==> config.mk <==
export PLATFORM = sky130hd
export DESIGN_NAME = image_frame_sched
export DESIGN_NICKNAME = d
export VERILOG_FILES = /design/src/rtl/image_frame_sched_pkg.sv /design/src/rtl/image_frame_sched_addr_gen.sv /design/src/rtl/image_frame_sched.sv
export SDC_FILE = /design/constraint.sdc
export NUM_CORES = 1
export LEC_CHECK = 0
export CAP_MARGIN = 20
export CORE_MARGIN = 5
export CORE_UTILIZATION = 57
export DETAILED_ROUTE_END_ITERATION = 8
export PLACE_DENSITY = 0.76
export SETUP_SLACK_MARGIN = 0.02
export SLEW_MARGIN = 10
export SYNTH_ARGS = -nofsm -noshare
export SYNTH_HDL_FRONTEND = slang
export SYNTH_SLANG_ARGS = --single-unit
==> constraint.sdc <==
create_clock -name clk -period 2.9 [get_ports clk]
set_input_delay 0.435 -clock clk [delete_from_list [all_inputs] [get_ports clk]]
set_output_delay 0.435 -clock clk [all_outputs]
set_load 0.01 [all_outputs]
==> src/rtl/image_frame_sched_pkg.sv <==
// Shared definitions for the image frame scheduler and the frame read/write models.
// IMG_SCHED_BOTTOM_UP_EN selects bottom-up (BMP order) row addressing.
package image_frame_sched_pkg;

    localparam int unsigned IMG_WIDTH  = 768;
    localparam int unsigned IMG_HEIGHT = 512;

    typedef logic [2:0] state_t;

    localparam state_t ST_IDLE   = 3'd0;
    localparam state_t ST_VSYNC  = 3'd1;
    localparam state_t ST_LINE   = 3'd2;
    localparam state_t ST_HBLANK = 3'd3;
    localparam state_t ST_DONE   = 3'd4;

    // Pixel-pair address for the default image geometry.
    function automatic int unsigned pair_addr(input int unsigned row, input int unsigned pair);
`ifdef IMG_SCHED_BOTTOM_UP_EN
        return (IMG_HEIGHT - 1 - row) * (IMG_WIDTH / 2) + pair;
`else
        return row * (IMG_WIDTH / 2) + pair;
`endif
    endfunction

endpackage

==> src/rtl/image_frame_sched_addr_gen.sv <==
// Row/pair counters with multiply-free pair-address accumulation.
// IMG_SCHED_BOTTOM_UP_EN starts at the last row and steps the line base downward.
module img_addr_gen
    import image_frame_sched_pkg::*;
#(
    parameter int unsigned WIDTH  = IMG_WIDTH,
    parameter int unsigned HEIGHT = IMG_HEIGHT,
    parameter int unsigned AW     = 18
) (
    input  logic          clk,
    input  logic          rst,
    input  logic          clear,
    input  logic          step,
    output logic [AW-1:0] addr,
    output logic [15:0]   row,
    output logic          last_pair,
    output logic          last_row
);

    localparam int unsigned   HALF   = WIDTH / 2;
    localparam logic [AW-1:0] HALF_A = AW'(HALF);
`ifdef IMG_SCHED_BOTTOM_UP_EN
    localparam logic [AW-1:0] BASE0  = AW'((HEIGHT - 1) * HALF);
`else
    localparam logic [AW-1:0] BASE0  = '0;
`endif

    logic [15:0]   pair;
    logic [AW-1:0] base;

    assign addr      = base + AW'(pair);
    assign last_pair = (pair == 16'(HALF - 1));
    assign last_row  = (row == 16'(HEIGHT - 1));

    always_ff @(posedge clk) begin
        if (rst) begin
            pair <= '0;
            row  <= '0;
            base <= BASE0;
        end else if (clear) begin
            pair <= '0;
            row  <= '0;
            base <= BASE0;
        end else if (step) begin
            if (last_pair) begin
                pair <= '0;
                // Hold on the final row so nothing wraps before the next clear.
                if (!last_row) begin
                    row <= row + 16'd1;
`ifdef IMG_SCHED_BOTTOM_UP_EN
                    base <= base - HALF_A;
`else
                    base <= base + HALF_A;
`endif
                end
            end else begin
                pair <= pair + 16'd1;
            end
        end
    end

endmodule

==> src/rtl/image_frame_sched.sv <==
// Frame scheduler: V_sync lead-in, pixel-pair reads with line blanking and backpressure.
// IMG_SCHED_BOTTOM_UP_EN (see img_addr_gen) selects bottom-up row addressing.
//
// state  | meaning
// IDLE   | waiting for start
// VSYNC  | V_sync lead-in, VS_LEN cycles
// LINE   | one pair read per cycle while out_ready
// HBLANK | HB_LEN idle cycles between lines
// DONE   | drain last H_sync, then one-cycle done pulse
module image_frame_sched
    import image_frame_sched_pkg::*;
#(
    parameter int unsigned WIDTH  = IMG_WIDTH,
    parameter int unsigned HEIGHT = IMG_HEIGHT,
    parameter int unsigned VS_LEN = 16,
    parameter int unsigned HB_LEN = 4,
    parameter int unsigned AW     = 18
) (
    input  logic          clk,
    input  logic          rst,
    input  logic          start,
    input  logic          abort,
    input  logic          out_ready,
    output logic          rd_en,
    output logic [AW-1:0] rd_addr,
    output logic          V_sync,
    output logic          H_sync,
    output logic [15:0]   line_idx,
    output logic          busy,
    output logic          done
);

    localparam logic [15:0] VS_LOAD = 16'(VS_LEN - 1);
    localparam logic [15:0] HB_LOAD = 16'(HB_LEN - 1);

    state_t        state;
    logic [15:0]   timer;
    logic          timer_tc;
    logic          start_ok;
    logic          abort_ok;
    logic [AW-1:0] addr;
    logic [15:0]   row;
    logic          last_pair;
    logic          last_row;

    assign timer_tc = (timer == 16'd0);
    assign start_ok = (state == ST_IDLE) && start;
    assign abort_ok = (state != ST_IDLE) && abort;

    assign rd_en   = (state == ST_LINE) && out_ready;
    assign rd_addr = rd_en ? addr : '0;
    assign V_sync  = (state == ST_VSYNC);
    assign busy    = (state != ST_IDLE);
    assign done    = (state == ST_DONE) && timer_tc;

    img_addr_gen #(
        .WIDTH  (WIDTH),
        .HEIGHT (HEIGHT),
        .AW     (AW)
    ) u_addr_gen (
        .clk       (clk),
        .rst       (rst),
        .clear     (start_ok || abort_ok),
        .step      (rd_en),
        .addr      (addr),
        .row       (row),
        .last_pair (last_pair),
        .last_row  (last_row)
    );

    always_ff @(posedge clk) begin
        if (rst) begin
            state    <= ST_IDLE;
            timer    <= '0;
            H_sync   <= 1'b0;
            line_idx <= '0;
        end else begin
            // One-cycle memory latency: data for a read shows up with H_sync.
            H_sync   <= rd_en;
            line_idx <= row;
            if (abort_ok) begin
                state <= ST_IDLE;
                timer <= '0;
            end else begin
                case (state)
                    ST_IDLE: begin
                        if (start) begin
                            state <= ST_VSYNC;
                            timer <= VS_LOAD;
                        end
                    end
                    ST_VSYNC: begin
                        if (timer_tc) state <= ST_LINE;
                        else          timer <= timer - 16'd1;
                    end
                    ST_LINE: begin
                        if (out_ready && last_pair) begin
                            if (last_row) begin
                                state <= ST_DONE;
                                timer <= 16'd1;
                            end else if (HB_LEN != 0) begin
                                state <= ST_HBLANK;
                                timer <= HB_LOAD;
                            end
                        end
                    end
                    ST_HBLANK: begin
                        if (timer_tc) state <= ST_LINE;
                        else          timer <= timer - 16'd1;
                    end
                    ST_DONE: begin
                        if (timer_tc) state <= ST_IDLE;
                        else          timer <= timer - 16'd1;
                    end
                    default: begin
                        state <= ST_IDLE;
                        timer <= '0;
                    end
                endcase
            end
        end
    end

endmodule

=== Word level (Yosys, flattened, before mapping) ===
Index checks and enable logic that the tools add are counted.

* Flip-flop bits (word level): 86
* Output and inout bits: 39
* Logic and storage cells: 53

* Add/subtract/negate cells: 5
* Equality and inequality tests: 11
* Muxes and demuxes: 13
* Bitwise gates (word level): 1
* Reduce and logical (&&, ||, !) cells: 16

{| class="wikitable"
|+ Operators with widths
! operator !! number
|-
| 2-to-1 mux 16 bit || 4
|-
| case mux 16 bit (3 select lines) || 1
|-
| adder 16 x 1 -> 16 bit, second input constant || 2
|-
| == test 16 x 9 -> 1 bit, second input constant || 2
|-
| adder 18 x 16 -> 18 bit || 1
|-
| adder 18 x 9 -> 18 bit, second input constant || 1
|-
| 2-to-1 mux 18 bit || 1
|-
| logical NOT 16 bit || 1
|-
| subtractor 16 x 1 -> 16 bit, second input constant || 1
|-
| 2-to-1 mux 3 bit || 5
|-
| case mux 3 bit (4 select lines) || 1
|-
| == test 3 x 2 -> 1 bit, second input constant || 2
|-
| inequality test 2 bit, second input constant || 3
|-
| AND reduction 3 bit || 2
|-
| OR reduction 2 bit || 3
|-
| logical AND 1 bit || 5
|-
| inequality test 2 x 1 -> 1 bit, second input constant || 2
|-
| AND reduction 4 bit || 1
|-
| == test 3 x 1 -> 1 bit, second input constant || 1
|-
| == test 3 bit, second input constant || 1
|-
| logical NOT 3 bit || 1
|-
| nonzero test 3 bit || 1
|-
| OR reduction 3 bit || 1
|-
| 2-to-1 mux 2 bit || 1
|-
| other kinds (2) || 2
|}

=== Longest topological paths before layout ===
Gate-level depths: netlist (run 1).

* Word-level depth: 4
* Mapped depth: 9

=== Modules after synthesis ===
A second synthesis (run 1) with hierarchy kept.

* Cell total of the unflattened synthesis: 512
* Area, all modules: 4331.7 sq um

{| class="wikitable"
|+ By module, submodules not included
! module !! times used !! cells each !! area each (sq um) !! sequential area each (sq um)
|-
| img_addr_gen || 1 || 306 || 2555.0 || 860.8
|-
| image_frame_sched || 1 || 206 || 1776.7 || 720.7
|}

=== Worst setup path after synthesis (run 1) ===
No wires, ideal clock.

* Path type: register to output
* Start point: register u_addr_gen.pair[7]
* End point: output port rd_addr[15]
* Arrival: 2.289 ns
* Data required time: 2.465 ns
* Setup slack: 0.176 ns
* Stages on the path, launching flop included: 8
* Path buffers: 0
* Path through: dfxtp_1 ha_1 fa_1 a211oi_1 o21bai_1 a2111o_1 and3_1 nor3_1

* Cells in the longest elaborated chain, start to end: 2

{| class="wikitable"
|+ Ends and longest elaborated chain
! item !! RTL line !! RTL
|-
| from (decl) || image_frame_sched_addr_gen.sv:28 || <nowiki>logic [15:0] pair;</nowiki>
|-
| from (signal assigned) || image_frame_sched_addr_gen.sv:57 || <nowiki>pair <= pair + 16'd1;</nowiki>
|-
| adder 18 x 16 -> 18 bit || image_frame_sched_addr_gen.sv:31 || <nowiki>assign addr = base + AW'(pair);</nowiki>
|-
| 2-to-1 mux 18 bit || image_frame_sched.sv:51 || <nowiki>assign rd_addr = rd_en ? addr : '0;</nowiki>
|-
| to (decl) || image_frame_sched.sv:25 || <nowiki>output logic [AW-1:0] rd_addr,</nowiki>
|}

No other way between the ends.

=== Final worst setup path (run 1) ===
* Start point: register u_addr_gen.base[7]
* End point: output port rd_addr[15]

* Cells in the longest elaborated chain, start to end: 2

{| class="wikitable"
|+ Ends and longest elaborated chain
! item !! RTL line !! RTL
|-
| from (decl) || image_frame_sched_addr_gen.sv:29 || <nowiki>logic [AW-1:0] base;</nowiki>
|-
| from (signal assigned) || image_frame_sched_addr_gen.sv:53 || <nowiki>base <= base + HALF_A;</nowiki>
|-
| adder 18 x 16 -> 18 bit || image_frame_sched_addr_gen.sv:31 ||
|-
| 2-to-1 mux 18 bit || image_frame_sched.sv:51 ||
|}

No other way between the ends.

==> results of run 1 <==
## power breakdown
part | switching [µW] | leakage (µW) | internal, µW
Clock | 449 | 0.000103 | 414
Combinational | 622 | 0.00119 | 416
Sequential | 94.3 | 0.000640 | 1160
Total | 1170 | 0.00193 | 1990
## layer usage
metal  wire length [µm]  track usage
met2               5463       0.3885
met3                686      0.04164
met5                  0            0
met4                214      0.07881
met1               4922       0.3113
## area by class of cell
type / count / area (µm²) / area share
clock inverter: 7 / 83.83 / 0.01562
sequential: 79 / 1587 / 0.2956
multi-input combinational: 410 / 2699 / 0.5029
tap: 99 / 123.9 / 0.02308
clock buffer: 9 / 123.9 / 0.02308
timing repair buffer: 78 / 681.9 / 0.1271
inverter: 18 / 67.56 / 0.01259
## worst max-delay path: cells and delay by family (launching register included)
family,cells,cell delay (ps)
flip-flops,1,350
AO/OA/AOI/OAI,3,750
buffers and inverters,1,150
AND/OR/NAND/NOR,2,330
adder cells (fa/ha/maj),2,510
## state kept, by name, indices dropped and copies added, names as in the netlist
register         flops
line_idx            16
timer               16
u_addr_gen.pair     16
u_addr_gen.row      16
u_addr_gen.base     11
state                3
H_sync               1
## repair_timing
item                                    CTS  global route
gates resized for setup                  25            18
setup buffers                             0             2
pin swaps                                 6             4
endpoints found under the setup margin    6            20
## cell families (layout without fill, tap and decap cells)
family,after synthesis,in the layout,synth area share
flip-flops,79,79,0.3631
adder cells (fa/ha/maj),14,14,0.04194
multiplexers,9,9,0.02068
buffers and inverters,45,112,0.04022
AO/OA/AOI/OAI,126,126,0.1902
XOR/XNOR,19,19,0.03821
AND/OR/NAND/NOR,242,242,0.3057
## cells in the mapped netlist (2+ instances only)
cell type / instances
nand2_1: 34
nand4_1: 7
o41ai_1: 3
a21o_1: 5
a2111o_1: 2
nand2b_1: 6
nand3b_1: 2
xnor2_1: 9
dfxtp_1: 79
ha_1: 13
inv_1: 18
xor2_1: 10
a31oi_1: 3
nor4_1: 12
buf_2: 2
o31a_1: 4
o21a_1: 3
or2_2: 6
o21bai_1: 3
nand4b_1: 2
or3_1: 10
o311ai_0: 3
and4_1: 2
and3_1: 11
nor2b_1: 13
o211ai_1: 9
nor4b_1: 3
clkbuf_1: 23
mux2i_1: 9
nor3_1: 18
o21ai_0: 22
o31ai_1: 20
or4_1: 23
a21oi_1: 36
and2_1: 12
a211oi_1: 6
nand3_1: 21
nor2_1: 51
nor3b_1: 4
## worst max-delay path by stage
stage                  startpoint           to  slack, ps  cells past startpoint
6_report       u_addr_gen.base[7]  rd_addr[15]         40                      8
5_1_grt        u_addr_gen.base[7]  rd_addr[15]        -60                      8
4_1_cts        u_addr_gen.base[7]  rd_addr[15]         10                      8
3_5_place_dp   u_addr_gen.base[7]  rd_addr[15]       -250                      8
3_3_place_gp   u_addr_gen.base[7]  rd_addr[15]       -220                      8
2_1_floorplan  u_addr_gen.pair[7]  rd_addr[15]        180                      7
## metrics by stage
stage	util	instance area, µm²	worst slack (ps)	TNS (ps)	hold WS, ps
floorplan	-	4355	176.3	0	442.8
global placement	0.6899	5057	-217.7	-332.2	465.2
detailed placement	0.6899	5057	-245.2	-476.5	478.0
CTS	0.7203	5280	11.95	0	490.8
global route	0.7320	5366	-64.00	-101.6	508.7
finish	0.7320	5366	36.35	0	488.8
==> qor.txt, run 1 <==
Layout cells sized above 1 = 0.1398
Hold-critical path endpoint = line_idx[15]
Post-synthesis net count = 553
Commonest non-fill, non-tap cell in the layout = dfxtp_1
CP max stage cell = a2111o_1
CP Launch Type = flop
Clk buf depth = 2
Worst hold-check path type = flop to flop
Final Power = 3154 µW
Worst skew pair latency = 350 ps
Core footprint = 7331 µm²
P_leak = 0.001929 µW
FFs w/ async S/R, synth = 0
Root Driver = clkbuf_8
Clk sinks = 79
Die Ht = 97.42 µm
Worst Tran Pin Value = 527.0 ps
Clock transition at path regs = 90 ps
First-pass GRT wire length = 18910 µm
Max Cap Viol = 0
Grt ovf = 0
Post-synthesis cell type count = 54
I/O pins = 44
CTS tree = done
Final hold violations = 0
H-tree level count = 3
CTS buffer count = 9
Area growth, synth to finish = 23.21%
Unrepaired setup endpoints after global routing = true
Setup CP Type = flop to output pin
CP peak stage delay = 400 ps
Vias in the first global route = 3983
Total Wirelength = 11290 µm
Skew final = 10.36 ps
Final slew viol count = 0
Largest net degree at the start of global routing = 40
Hold wc startpoint = u_addr_gen.row[15]
Crit end category = output pin
Reg2Reg Setup Slack = 320 ps
Cts hold-fix bufs = 0
Pwr dens = 587.8 nW/µm²
Max_slew headroom = 0.6483
Number of enable flip-flop cells after synthesis = 0
Worst r2r path cells = 7
Routed via count = 4320
Yosys top cell area share = 0.3631
Routed Antenna Nets = 0
Final setup vio count = 0
IO Port Bufs = 43
VDD IR max = 0.0003136 V
Antenna violations before repair = 0
Post-synth top area cell = dfxtp_1
Rows = 31
Reg2reg end = timer[4]
GP Congestion = 0.9892
Hpwl dp = 7984 µm
Die Area = 9490 µm²
Seq/Total Area, Yosys = 0.3631
Syn_area_per_cell = 8.156 µm²
Number of vias per cell = 6.171
Gr usage total = 0.2357
Hold Path Depth = 2
Fmax = 349.2 MHz
Fin cells = 700
Critical Path Fanout Max = 2
# fillers = 570
Initial Util = 0.5941
Worst EP required = 2470 ps
Syn Inst Count = 534
DR WL/cell = 16.12 µm
NumNets Final = 615
DRT Pass-1 Iters = 6
Ant diodes = 0
R2r startpoint = u_addr_gen.pair[0]
DRC violations left = 0
Synthesized flop and latch total = 79
Fin crit share = 0.9875
Commonest cells after routing, fill and taps aside = 75 x dfxtp_1, 50 x nor2_1, 36 x clkdlybuf4s50_1
Placed Cells = 683
Detailed Route Iter0 Violations = 289
Netlist Area Pre-Place = 4355 µm²
Area contributors post-synth = dfxtp_1 36%, nor2_1 4.4%, a21oi_1 4.1%
Most used DFF post-synth = dfxtp_1
DIE WIDTH = 97.42 µm
Cells along the critical path = ha_4, fa_2, a211oi_2, o21bai_1, a2111o_1, and3_4, nor3_2, buf_2
Period minus WS final = 2864 ps
Data arrival, critical path = 2430 ps
Status = finished, final reports clean
Yosys warning count = 0
Power figures use the tool's default switching activity.
==> run 2, diff against run 1 <==
--- a/config.mk
+++ b/config.mk
@@ -9,6 +9,7 @@
 export CORE_MARGIN = 5
 export CORE_UTILIZATION = 57
 export DETAILED_ROUTE_END_ITERATION = 8
+export MAX_ROUTING_LAYER = met4
 export PLACE_DENSITY = 0.76
 export SETUP_SLACK_MARGIN = 0.02
 export SLEW_MARGIN = 10
==> run 2 against run 1 <==
Effect of this change:
- cell area is the same
- count of clock-buffer cells in the layout stayed put
- first-iteration DRC count is 4.5% higher
- sequential cell count unchanged
- sequential power is essentially flat
- setup slack better by 2.8 ps
- global-route usage grew 0.65 points
- power about the same
- core utilization is the same
- fmax is essentially flat
- critical endpoint unchanged
- largest cell class unchanged
- largest power group unchanged
==> qor.txt, run 2 (synthesis results as in run 1) <==
Crit end category = output pin
Hold-critical path endpoint = line_idx[15]
Routed via count = 4326
Reg2reg end = timer[4]
Cells along the critical path = ha_4, fa_2, a211oi_2, o21bai_1, a2111o_1, and3_4, nor3_2, buf_2
Setup CP Type = flop to output pin
CP max stage cell = a2111o_1
Initial Util = 0.5941
Worst Tran Pin Value = 523.2 ps
Layout cells sized above 1 = 0.1398
Root Driver = clkbuf_8
P_leak = 0.001929 µW
Unrepaired setup endpoints after global routing = true
R2r startpoint = u_addr_gen.pair[0]
Routed Antenna Nets = 0
Critical Path Fanout Max = 2
WHS = 486.8 ps
Data arrival, critical path = 2430 ps
CTS buffer count = 9
Antenna violations before repair = 0
First-pass GRT wire length = 18890 µm
IO Port Bufs = 43
Worst skew pair latency = 350 ps
Final slew viol count = 0
Worst hold-check path type = flop to flop
Multi-input logic area = 2699 µm²
I/O pins = 44
Cts hold-fix bufs = 0
DRC violations left = 0
GP Congestion = 1.008
Largest net degree at the start of global routing = 40
Commonest cells after routing, fill and taps aside = 75 x dfxtp_1, 50 x nor2_1, 36 x clkdlybuf4s50_1
Hold Path Depth = 2
Final Power = 3151 µW
Pwr dens = 587.2 nW/µm²
Period minus WS final = 2861 ps
CP Launch Type = flop
Placed Instance Area = 5057 µm²
Vias in the first global route = 3984
Reg2Reg Setup Slack = 330 ps
Setup tns final = 0 ps
H-tree level count = 3
Fmax = 349.5 MHz
Worst EP required = 2470 ps
Skew final = 9.469 ps
Die Ht = 97.42 µm
DRT Pass-1 Iters = 5
Worst r2r path cells = 7
Clk sinks = 79
Clock transition at path regs = 90 ps
Fin cells = 700
Detailed Route Iter0 Violations = 302
# fillers = 570
Final hold violations = 0
CTS tree = done
Gr usage total = 0.2422
Hold wc startpoint = u_addr_gen.row[15]
Area growth, synth to finish = 23.21%
Hpwl dp = 7984 µm
Commonest non-fill, non-tap cell in the layout = dfxtp_1
Rows = 31
Clk buf depth = 2
DIE WIDTH = 97.42 µm
Ant diodes = 0
Placed Cells = 683
DR WL/cell = 16.16 µm
Max Cap Viol = 0
Number of vias per cell = 6.180
Core footprint = 7331 µm²
VDD IR max = 0.0003148 V
Total Wirelength = 11310 µm
Finished layout cell area = 5366 µm²
NumNets Final = 615
Grt ovf = 0
Final setup vio count = 0
Sequential standard cell area = 1587 µm²
CP peak stage delay = 400 ps
Die Area = 9490 µm²
Fin crit share = 0.9865
Max_slew headroom = 0.6508
Status = finished, final reports clean
[run 2: worst max-delay path by stage]
stage,startpoint,end,slack (ps),cells past startpoint
2_1_floorplan,u_addr_gen.pair[7],rd_addr[15],180,7
3_3_place_gp,u_addr_gen.base[7],rd_addr[15],-220,8
3_5_place_dp,u_addr_gen.base[7],rd_addr[15],-250,8
4_1_cts,u_addr_gen.base[7],rd_addr[15],10,8
5_1_grt,u_addr_gen.base[7],rd_addr[15],-60,8
6_report,u_addr_gen.base[7],rd_addr[15],40,8
[run 2: critical path, delay by kind of cell (launching register included)]
kind / cells / cell delay, ps
compound gates: 3 / 760
fa+ha+maj: 2 / 510
buf+inv: 1 / 150
flops: 1 / 350
simple gates: 2 / 330
[run 2: report_power, final]
group	internal, µW	total (µW)	switching (µW)
logic	415	1030	618
registers	1160	1250	95.3
clock network	414	864	449
total	1990	3150	1160
[run 2: area by class of cell]
| class | instances | share of cell area |
|---|---|---|
| sequential | 79 | 0.2956 |
| tap | 99 | 0.02308 |
| multi-input combinational | 410 | 0.5029 |
| clock buffer | 9 | 0.02308 |
| inverter | 18 | 0.01259 |
| clock inverter | 7 | 0.01562 |
| timing repair buffer | 78 | 0.1271 |
[run 2: routing by layer]
| metal | global-route usage | vias to the layer above | part of all wire | wire, µm |
|---|---|---|---|---|
| li1 | - | 2109 | - | - |
| met3 | 0.03877 | 19 | 0.052 | 591 |
| met4 | 0.07881 | 0 | 0.017 | 191 |
| met2 | 0.3885 | 140 | 0.49 | 5544 |
| met5 | - | - | 0 | 0 |
| met1 | 0.3127 | 2058 | 0.44 | 4985 |
[run 2: what timing repair did]
action / CTS / global route
endpoints found under the hold margin: 0 / 0
resized for setup: 25 / 18
setup endpoints to repair: 6 / 20
pin swaps: 6 / 4
setup buffers: 0 / 2
[run 2: per-stage QoR]
stage	util	setup WS, ps
final	0.7320	39.11
after global routing	0.7320	-62.77
after CTS	0.7203	11.95
after detailed placement	0.6899	-245.2
after global placement	0.6899	-217.7
after floorplan	-	176.3
==> run 3, diff against run 2 <==
--- a/config.mk
+++ b/config.mk
@@ -5,14 +5,17 @@
 export SDC_FILE = /design/constraint.sdc
 export NUM_CORES = 1
 export LEC_CHECK = 0
+export ABC_AREA = 1
 export CAP_MARGIN = 20
 export CORE_MARGIN = 5
-export CORE_UTILIZATION = 57
+export CORE_UTILIZATION = 64
 export DETAILED_ROUTE_END_ITERATION = 8
+export DONT_BUFFER_PORTS = 1
 export MAX_ROUTING_LAYER = met4
 export PLACE_DENSITY = 0.76
 export SETUP_SLACK_MARGIN = 0.02
 export SLEW_MARGIN = 10
 export SYNTH_ARGS = -nofsm -noshare
 export SYNTH_HDL_FRONTEND = slang
+export SYNTH_HIERARCHICAL = 1
 export SYNTH_SLANG_ARGS = --single-unit
==> run 3 against run 2 <==
Effect of this change:
- first-iteration DRC count is 8.6% higher
- sequential power hardly changed
- cell count is 30% higher
- sequential share of layout area is 0.38 points lower
- clock skew is 2.0 ps higher
- setup slack better by 180 ps
- die area is 5.8% higher
- power is 10% higher
- global-route usage is 2.2 points higher
- critical path depth is 3 higher
- routed wire length is 11% higher
- highest routed layer unchanged
==> qor.txt, run 3 <==
Status = finished, final reports clean
Max Cap Viol = 0
Clock transition at path regs = 90 ps
Post-synth top area cell = dfxtp_1
Clk buf depth = 2
CTS buffer count = 9
Cts hold-fix bufs = 0
Routed Antenna Nets = 0
DIE WIDTH = 100.2 µm
Setup CP Type = flop to output pin
End of the critical path = rd_addr[15]
Placed Instance Area = 5225 µm²
CP max stage cell = dfxtp_2
Commonest non-fill, non-tap cell in the layout = nand2_1
CP Launch Type = flop
Grt ovf = 0
Crit end category = output pin
P_leak = 0.002224 µW
I/O pins = 44
Critical Path Fanout Max = 6
Worst hold-check path type = input pin to flop
Post-synthesis compound-gate area fraction = 0.08219
Area growth, synth to finish = 4.350%
Most used DFF post-synth = dfxtp_1
First-pass GRT wire length = 21250 µm
Syn_area_per_cell = 6.396 µm²
Area contributors post-synth = dfxtp_1 30%, nand2_1 13%, nor2_1 11%
DR WL/cell = 13.77 µm
Synth Area in XOR/XNOR = 0.04206
Fin crit share = 0.9229
Delay-heaviest family, CP = adder cells
Total Wirelength = 12570 µm
Setup tns final = 0 ps
Ant diodes = 0
Worst r2r path cells = 14
Fmax = 373.6 MHz
Most common cell in the netlist = nand2_1
Netlist Area Pre-Place = 5206 µm²
Skew final = 11.45 ps
Final Power = 3473 µW
Setup crit start = u_addr_gen/pair[7]
Pwr dens = 639.2 nW/µm²
Die Ht = 100.2 µm
Hpwl dp = 9260 µm
Antenna violations before repair = 0
Post-synthesis net count = 833
Setup bufs post-CTS = 0
Final slew viol count = 0
Vias in the first global route = 4726
H-tree level count = 3
Commonest cells in the netlist = 183 x nand2_1, 147 x nor2_1, 120 x inv_1, 79 x dfxtp_1, 57 x nand3_1
NumNets Final = 825
Seq/Total Area, Yosys = 0.3038
Data arrival, critical path = 2240 ps
GP Congestion = 0.9864
Routed via count = 5007
# fillers = 704
Initial Util = 0.6668
Syn Inst Count = 814
Worst EP required = 2470 ps
Worst skew pair latency = 360 ps
Post-synthesis adder-cell area fraction = 0.03509
Max_slew headroom = 0.6472
Simple-gate share of the synthesized area = 0.4155
Commonest cells after routing, fill and taps aside = 183 x nand2_1, 146 x nor2_1, 120 x inv_1
Largest net degree at the start of global routing = 30
Number of enable flip-flop cells after synthesis = 0
Reg2Reg Setup Slack = 560 ps
CP dominant cell by count = inv_1
Number of stages on the worst setup path = 11
VDD IR max = 0.0003732 V
Finished layout cell area = 5433 µm²
Detailed Route Iter0 Violations = 328
CTS tree = done
FFs w/ async S/R, synth = 0
Synthesized flop and latch total = 79
Mux cell area share after synthesis = 0
Placed Cells = 897
PostCTS Resize Cnt = 0
Root Driver = clkbuf_8
Number of vias per cell = 5.484
Core footprint = 7807 µm²
DRT Pass-1 Iters = 5
Fin cells = 913
Layout cells sized above 1 = 0.1060
Largest family of logic cells by synthesized area = simple AND/OR/NAND/NOR gates
Final setup vio count = 0
Cells along the critical path = ha_1, inv_1, fa_1, inv_1, nand3_1, nand2_1, nand3_1, nand4_1, xor2_1, inv_1, nor2_2
R2r startpoint = u_addr_gen/pair[0]
Final hold violations = 0
Yosys top cell area share = 0.3038
Worst Tran Pin Value = 529.2 ps
Gr usage total = 0.2638
Die Area = 10040 µm²
Yosys warning count = 6
CP peak stage delay = 400 ps
Clk sinks = 79
Reg2reg end = timer[4]
Critical path buffers and inverters = 3
Rows = 32
Post-synthesis cell type count = 37
DRC violations left = 0
IO Port Bufs = 0
Period minus WS final = 2676 ps
-- run 3: cell count changes after synthesis, moves of 19 or more --
cell     previous run  this run
nand2_1            34       183
or4_1              23         0
o31ai_1            20         1
inv_1              18       120
nand4_1             7        35
nand3_1            21        57
nor2_1             51       147
-- run 3: metal layers --
metal  routed length [µm]  up-vias  GRT usage  part of all wire
li1                     -     2540          -                 -
met1                 5471     2271     0.3220              0.44
met2                 6084      167     0.4373              0.48
met3                  740       29    0.04170             0.059
met4                  276        0     0.1016             0.022
met5                    0        -          -                 0
-- run 3: worst register-to-register path: stages (launching register included) --
cell and delay (ps):
dfxtp_1 380, ha_1 240, nand3_1 110, nor2_2 90, buf_4 150, inv_1 50, nor2_2 260, nand2_1 90
nand3_1 90, nand2_1 90, inv_2 250, nand2_4 150, inv_2 140, nand2_1 70, a21oi_2 110
-- run 3: how the worst min path moves through the flow --
stage | slack [ps] | to | cells after the start | startpoint
after floorplan | 400 | line_idx[9] | 2 | u_addr_gen/row[9]
after global placement | 460 | line_idx[3] | 2 | u_addr_gen/row[3]
after detailed placement | 470 | line_idx[1] | 2 | u_addr_gen/row[1]
after CTS | 130 | H_sync | 1 | rst
after global routing | 120 | line_idx[0] | 1 | rst
final | 140 | H_sync | 1 | rst
-- run 3: layout make-up --
cell class                 instances  area (µm²)  area share
multi-input combinational        584        2995      0.5514
timing repair buffer               7       52.55    0.009673
clock buffer                       9       123.9     0.02280
sequential                        79        1585      0.2918
tap                              102       127.6     0.02349
clock inverter                     7       77.57     0.01428
inverter                         125       470.5     0.08660
-- run 3: stage by stage --
| step | util | hold WS (ps) | worst slack [ps] |
|---|---|---|---|
| final | 0.6958 | 137.0 | 223.5 |
| after global routing | 0.6958 | 122.3 | -3.186 |
| after CTS | 0.6950 | 128.9 | 132.1 |
| after detailed placement | 0.6692 | 468.3 | 531.3 |
| after global placement | 0.6692 | 464.2 | 565.2 |
| after floorplan | - | 399.7 | 722.6 |
-- run 3: logic make-up after synthesis --
kind of cell	count (synthesis)
DFF	79
adders and majority gates	14
and+or+nand+nor	475
AOI/OAI and AO/OA	70
xor gates and xnor gates	25
buffers and inverters	151
-- run 3: where the power goes --
group / internal [µW] / switching (µW) / total, µW
registers: 1160 / 93.7 / 1260
logic: 433 / 935 / 1370
clock network: 408 / 438 / 847
total: 2010 / 1470 / 3470
